[src/rtl/arbitro_memoria.sv]
// Two-port arbiter/sequencer for the single-port 64x16 memoram with 2-cycle registered read latency.
// Optional macro ARB_ROUND_ROBIN_EN: round-robin tie-break; undefined = port 0 fixed priority.
module arbitro_memoria #(
  parameter int AW = 6,
  parameter int DW = 16
) (
  input  logic          clock,
  input  logic          reset,
  input  logic          req0,
  input  logic          req1,
  input  logic          we0,
  input  logic          we1,
  input  logic [AW-1:0] addr0,
  input  logic [AW-1:0] addr1,
  input  logic [DW-1:0] wdata0,
  input  logic [DW-1:0] wdata1,
  output logic          ack0,
  output logic          ack1,
  output logic [DW-1:0] rdata,
  output logic          busy,
  output logic [AW-1:0] mem_address,
  output logic [DW-1:0] mem_data,
  output logic          mem_wren,
  input  logic [DW-1:0] mem_q
);

  typedef enum logic [2:0] {IDLE, ISSUE, WAIT, LATCH, DONE} state_t;

  state_t          state, state_nxt;
  logic            id, we_r, last_grant;
  logic            win, any_req, we_sel;
  logic [AW-1:0]   addr_sel;
  logic [DW-1:0]   wdata_sel;
  logic            do_grant, do_latch, wren_nxt, ack0_nxt, ack1_nxt, busy_nxt;

  assign any_req = req0 | req1;

  always_comb begin
    win = 1'b0;
    if (req0 && req1) begin
`ifdef ARB_ROUND_ROBIN_EN
      win = ~last_grant;
`else
      win = 1'b0;
`endif
    end else begin
      win = req1;
    end
  end

`ifndef ARB_ROUND_ROBIN_EN
  // Fixed priority never consults the grant history, but it is still tracked.
  logic unused_last_grant;
  assign unused_last_grant = last_grant;
`endif

  assign we_sel    = win ? we1    : we0;
  assign addr_sel  = win ? addr1  : addr0;
  assign wdata_sel = win ? wdata1 : wdata0;

  always_ff @(posedge clock) begin
    if (reset) state <= IDLE;
    else       state <= state_nxt;
  end

  always_comb begin
    state_nxt = state;
    case (state)
      IDLE:    if (any_req) state_nxt = ISSUE;
      ISSUE:   state_nxt = we_r ? DONE : WAIT;
      WAIT:    state_nxt = LATCH;
      LATCH:   state_nxt = DONE;
      DONE:    state_nxt = IDLE;
      default: state_nxt = IDLE;
    endcase
  end

  always_comb begin
    do_grant = (state == IDLE) && any_req;
    do_latch = (state == LATCH);
    wren_nxt = do_grant && we_sel;
    ack0_nxt = (state == DONE) && !id;
    ack1_nxt = (state == DONE) && id;
    busy_nxt = (state_nxt != IDLE);
  end

  // Output/datapath registers; the ack lands in the cycle after DONE.
  always_ff @(posedge clock) begin
    if (reset) begin
      ack0        <= 1'b0;
      ack1        <= 1'b0;
      busy        <= 1'b0;
      mem_wren    <= 1'b0;
      mem_address <= '0;
      mem_data    <= '0;
      rdata       <= '0;
      id          <= 1'b0;
      we_r        <= 1'b0;
      last_grant  <= 1'b1;
    end else begin
      ack0     <= ack0_nxt;
      ack1     <= ack1_nxt;
      busy     <= busy_nxt;
      mem_wren <= wren_nxt;
      if (do_grant) begin
        id          <= win;
        last_grant  <= win;
        we_r        <= we_sel;
        mem_address <= addr_sel;
        mem_data    <= wdata_sel;
      end
      if (do_latch) rdata <= mem_q;
    end
  end

endmodule

[config.mk]
export PLATFORM = sky130hd
export DESIGN_NAME = arbitro_memoria
export DESIGN_NICKNAME = d
export VERILOG_FILES = /design/src/rtl/arbitro_memoria.sv
export SDC_FILE = /design/constraint.sdc
export NUM_CORES = 1
export LEC_CHECK = 0
export CAP_MARGIN = 10
export CELL_PAD_IN_SITES_DETAIL_PLACEMENT = 1
export CELL_PAD_IN_SITES_GLOBAL_PLACEMENT = 2
export CORE_UTILIZATION = 24
export CTS_CLUSTER_DIAMETER = 30
export DETAILED_ROUTE_END_ITERATION = 16
export PLACE_DENSITY = 0.83
export SLEW_MARGIN = 10
export SYNTH_ARGS = -nofsm -noshare
export SYNTH_HDL_FRONTEND = slang
export SYNTH_SLANG_ARGS = --single-unit
[constraint.sdc]
create_clock -name clock -period 4.1 [get_ports clock]
set_clock_uncertainty 0.1 [all_clocks]
set_input_delay 0.615 -clock clock [delete_from_list [all_inputs] [get_ports clock]]
set_output_delay 0.615 -clock clock [all_outputs]
set_load 0.005 [all_outputs]
# Yosys cells after proc, flatten, opt, wreduce, memory -nomap -nowiden
# Index checks and enable logic that the tools add are counted.
# classes
n_eq_ne,4
muxes,7
bitwise_logic,1
reduce_logical,8
# ops
cell,n
2-to-1 mux 16 bit,1
one-hot mux 3 bit (4 select lines),1
equality test 3 x 2 -> 1 bit (second input constant),2
2-to-1 mux 3 bit,2
2-to-1 mux 6 bit,1
logical AND 1 bit,5
equality test 3 x 1 -> 1 bit (second input constant),1
equality test 3 bit (second input constant),1
zero test 3 bit,1
nonzero test 3 bit,1
2-to-1 mux 1 bit,2
zero test 1 bit,1
bitwise OR 1 bit,1
# totals
regBits,47
inputBits,66
word_cells,30

# Depth between registers and ports, before layout
# logic_depth
word_depth,4
depth_mapped,6

# Worst setup path after synthesis
# Ideal clock, no wire load.
# synth_path
path_type,input to register
startpoint,input req1
endpoint,register mem_data[10]
setup_ns,0.081
arrival_time_ns,1.513
t_required_ns,3.919
slack_ns,2.406
path_stages,6
path_cell_list,or2_0 > buf_6 > and2_4 > buf_6 > buf_6 > a211oi_2
# synth_between
elab_chain_len,3
elab_cells_between_ends,5
cone_classes,mux (2); bitwise (1); reduce/logical (2)
# synth_rtl
element,line,rtl
start: declaration,10,"input logic req1,"
logical AND 1 bit,40,if (req0 && req1) begin
2-to-1 mux 1 bit,40,
2-to-1 mux 16 bit,59,assign wdata_sel = win ? wdata1 : wdata0;
end signal: assignment,110,mem_data <= wdata_sel;
end: declaration,22,"output logic [DW-1:0] mem_data,"
# Several ways; a longest one is shown, not always the timed one.
# A chain may end at the register's enable or synchronous reset.

# Worst setup path in the final report
# layout_path
startpoint,input req1
endpoint,register we_r
# layout_between
elab_chain_len,3
elab_cells_between_ends,5
cone_classes,mux (2); bitwise (1); reduce/logical (2)
# layout_rtl
element,line,rtl
logical AND 1 bit,40,
2-to-1 mux 1 bit,40,
2-to-1 mux 1 bit,57,assign we_sel = win ? we1 : we0;
end signal: assignment,108,we_r <= we_sel;
end: declaration,30,"logic id, we_r, last_grant;"
# Several ways; a longest one is shown, not always the timed one.

==> results.txt <==
- Outcome: completed
* Die Wd: 94.38 um
* Synthesized instance count: 206
* Max transition margin: 25.10%
- Post-cts sizing count: 0
* Number of clock sinks: 47
- After clock tree synthesis, the clock-pin slew on the worst setup and hold paths is 0.10 ns.
- Final Hold Vio Count: 0
- PwrDens: 371.3 nW/um^2
* Final HPWL DP: 4089 um
- Chip Height: 94.38 um
- Leak pwr: 1.112 nW
* Critical path startpoint category: input pin
- Congestion Overflow GR: 0
- For this run, the detailed router's first-pass iteration total came to 4.
- Ports: 108
* Total wire length after detailed routing: 6002 um
- In this run the clock root is driven by a sky130_fd_sc_hd__clkbuf_8.
- IR analysis of the VDD net gives a maximum drop of 0.1689 mV.
* N_diodes: 0
* Setup repair after global routing missed its margin: no
- The critical path is of the in -> reg type.
* Synth area leader: sky130_fd_sc_hd__dfxtp_1
- Drt wl/cell: 14.78 um
* Post-CTS Hold Buffers: 0
* Total GRT Usage: 13.49%
- During synthesis, Yosys emitted a total of 0 warnings.
- Post-route minimum period: 2.331 ns
- The H-tree generated during clock tree synthesis spans 2 levels.
- Counting flops with a built-in enable in the synthesized netlist gives 0.
- Setup violations remaining at the end of the flow were counted as 0.
- The worst path meets setup with 1.769 ns of slack.
- Crit-path max FO: 23
- Max Cap Viol: 0
* Data required time at the worst endpoint: 4.14 ns
* # fillers: 944
* Slew at the pin closest to its max-slew limit: 1.123 ns
- Vias per std cell: 4.576
- Starting density of the core: 24.80%
* Flip-flop and latch count after synthesis: 47
- The longest clock path from root to sink contains 2 buffers.
- The final number of max-transition violations was 0.
* Worst Path Arrival: 2.37 ns
* Via total after detailed routing: 1858
- For this run, the post-layout net count is 366.
* Post-placement worst setup slack: 1.380 ns
* Number of global-route vias before repair: 1865
* Number of port buffers: 107
* Die footprint: 8908 um^2
* Maximum achievable frequency: 0.4290 GHz
* Count of unique library cells instantiated by Yosys: 25
- In the routed design, unresolved DRC markers number 0.
- Category of the worst setup path capture point: register
- The completed layout was analyzed and its total power is 1.204 mW.
- Once detail routing completed, the nets flagged for antenna violations numbered 0.
- Post-synthesis to final-layout area growth: 58.28%
- Cell with the most instances after synthesis: sky130_fd_sc_hd__dfxtp_1
* Wire length of the first global-routing pass: 9432 um
- Cts bufs inserted: 5
- Part of the Yosys area used for sequential elements: 45.94%
- After synthesis the cells add up to 2048 um^2.
- By count the netlist is led by sky130_fd_sc_hd__dfxtp_1 (47), sky130_fd_sc_hd__a21oi_1 (40), sky130_fd_sc_hd__nand2_1 (32).
- Post-CTS repair timing setup buffer count: 0
* Most frequently used flop master after synthesis: sky130_fd_sc_hd__dfxtp_1
- Share of cells above drive strength 1: 11.63%
* Synth area leaders: sky130_fd_sc_hd__dfxtp_1 (46%), sky130_fd_sc_hd__a211oi_2 (12%), sky130_fd_sc_hd__mux2i_1 (12%)
* Share of synthesized registers carrying an async set or reset: 0%
* Clock latency at the later pin of the worst-skew pair: 0.31 ns
- Entering global routing, the biggest net connects 48 pins.
* Placer Congestion: 0.6425
* Number of antenna violations at the first check in global routing: 0
- Share of the synthesized area in the top cell type: 45.94%
- Final critical-path share of the clock period: 56.86%
- Avg Cell Area, Syn: 9.943 um^2
* DRT iter0 DRCs: 22
- Clock tree from TritonCTS: built
* Core Region: 8258 um^2
- Setup total negative slack on the finished layout was measured at 0 ns.
* Floorplan row count: 33
- Hold Crit Class: reg -> reg
- Mapped Nets: 272
-- power by group --
| group | switching, mW | total [mW] | internal [mW] |
|---|---|---|---|
| Combinational | 0.134 | 0.320 | 0.186 |
| Clock | 0.169 | 0.351 | 0.182 |
| Sequential | 0.0301 | 0.532 | 0.502 |
| Total | 0.334 | 1.20 | 0.870 |
-- cell type report --
cell class | count | area [um^2] | area share (%)
Clock buffer | 5 | 68.82 | 2.123
Clock inverter | 3 | 43.79 | 1.351
Timing Repair Buffer | 109 | 1081 | 33.35
Sequential cell | 47 | 940.9 | 29.02
Tap cell | 105 | 131.4 | 4.052
Multi-Input combinational cell | 137 | 975.9 | 30.10
-- worst max-delay path: stages --
cell	delay (ns)
sky130_fd_sc_hd__clkdlybuf4s50_1	0.50
sky130_fd_sc_hd__nor2b_4	0.74
sky130_fd_sc_hd__mux2i_1	0.40
sky130_fd_sc_hd__a211oi_2	0.11
-- final timing paths --
check                              from               endpoint  slack (ns)  cells past startpoint
setup / recovery                   req1      we_r$_SDFFE_PP0P_        1.77                      4
hold reg to reg   rdata[2]$_SDFFE_PP0N_  rdata[2]$_SDFFE_PP0N_        0.36                      2
hold / removal    rdata[2]$_SDFFE_PP0N_  rdata[2]$_SDFFE_PP0N_        0.36                      2
setup reg to reg    state[0]$_SDFF_PP0_    mem_wren$_SDFF_PP0_        2.28                      4
-- metal layers --
layer / up-vias / global-route usage [%] / share of wire (%)
met2: 63 / 24.46 / 50
met4: 0 / 3.846 / 1.1
met5: - / 0 / 0
met1: 874 / 15.93 / 43
met3: 6 / 2.738 / 5.8
li1: 915 / - / -
-- per-stage QoR --
stage               hold WS, ns  util [%]  cell area (um^2)  cells
finish                   0.3594     39.26              3242    406
global route             0.3852     39.26              3242    406
CTS                      0.3607     39.26              3242    406
detailed placement       0.3468     37.89              3129    398
global placement         0.3420     37.89              3129    398
floorplan                0.3139         -              2048    206
-- cell families (layout without fill, tap and decap cells) --
family	count (synthesis)	after routing	share of synthesized area [%]
AO/OA/AOI/OAI	64	64	23.46
AND/OR/NAND/NOR	49	49	12.10
flip-flops	47	47	45.94
multiplexers	24	24	11.73
buffers and inverters	22	117	6.780
-- placed cells by master (no fill, tap or decap) --
master                            Yosys  routed
sky130_fd_sc_hd__buf_4                2       2
sky130_fd_sc_hd__nor3b_2              1       1
sky130_fd_sc_hd__bufinv_16            0       1
sky130_fd_sc_hd__clkbuf_8             0       5
sky130_fd_sc_hd__or2_1                0       1
sky130_fd_sc_hd__nor3_1               3       3
sky130_fd_sc_hd__nor2_1               3       3
sky130_fd_sc_hd__mux2i_1             24      24
sky130_fd_sc_hd__and2_4               1       1
sky130_fd_sc_hd__buf_2                8       1
sky130_fd_sc_hd__and4b_1              1       1
sky130_fd_sc_hd__clkinv_2             0       1
sky130_fd_sc_hd__clkdlybuf4s50_1      0     106
sky130_fd_sc_hd__nor4_1               1       1
sky130_fd_sc_hd__dfxtp_1             47      47
sky130_fd_sc_hd__a211oi_2            20      20
sky130_fd_sc_hd__nor2b_4              0       1
sky130_fd_sc_hd__nand3b_1             1       1
sky130_fd_sc_hd__and3b_1              1       1
sky130_fd_sc_hd__a211oi_1             4       4
sky130_fd_sc_hd__nand2_1             32      32
sky130_fd_sc_hd__clkinv_4             0       1
sky130_fd_sc_hd__nor3_4               1       1
sky130_fd_sc_hd__nor4bb_1             1       1
sky130_fd_sc_hd__a21oi_1             40      40
sky130_fd_sc_hd__nor4b_1              1       1
-- state kept, by name, indices dropped and copies added (netlist names) --
register / flops
mem_data: 16
rdata: 16
mem_address: 6
state: 3
ack0: 1
ack1: 1
busy: 1
id: 1
mem_wren: 1
we_r: 1
No activity file was read; power rests on OpenSTA's default activity.
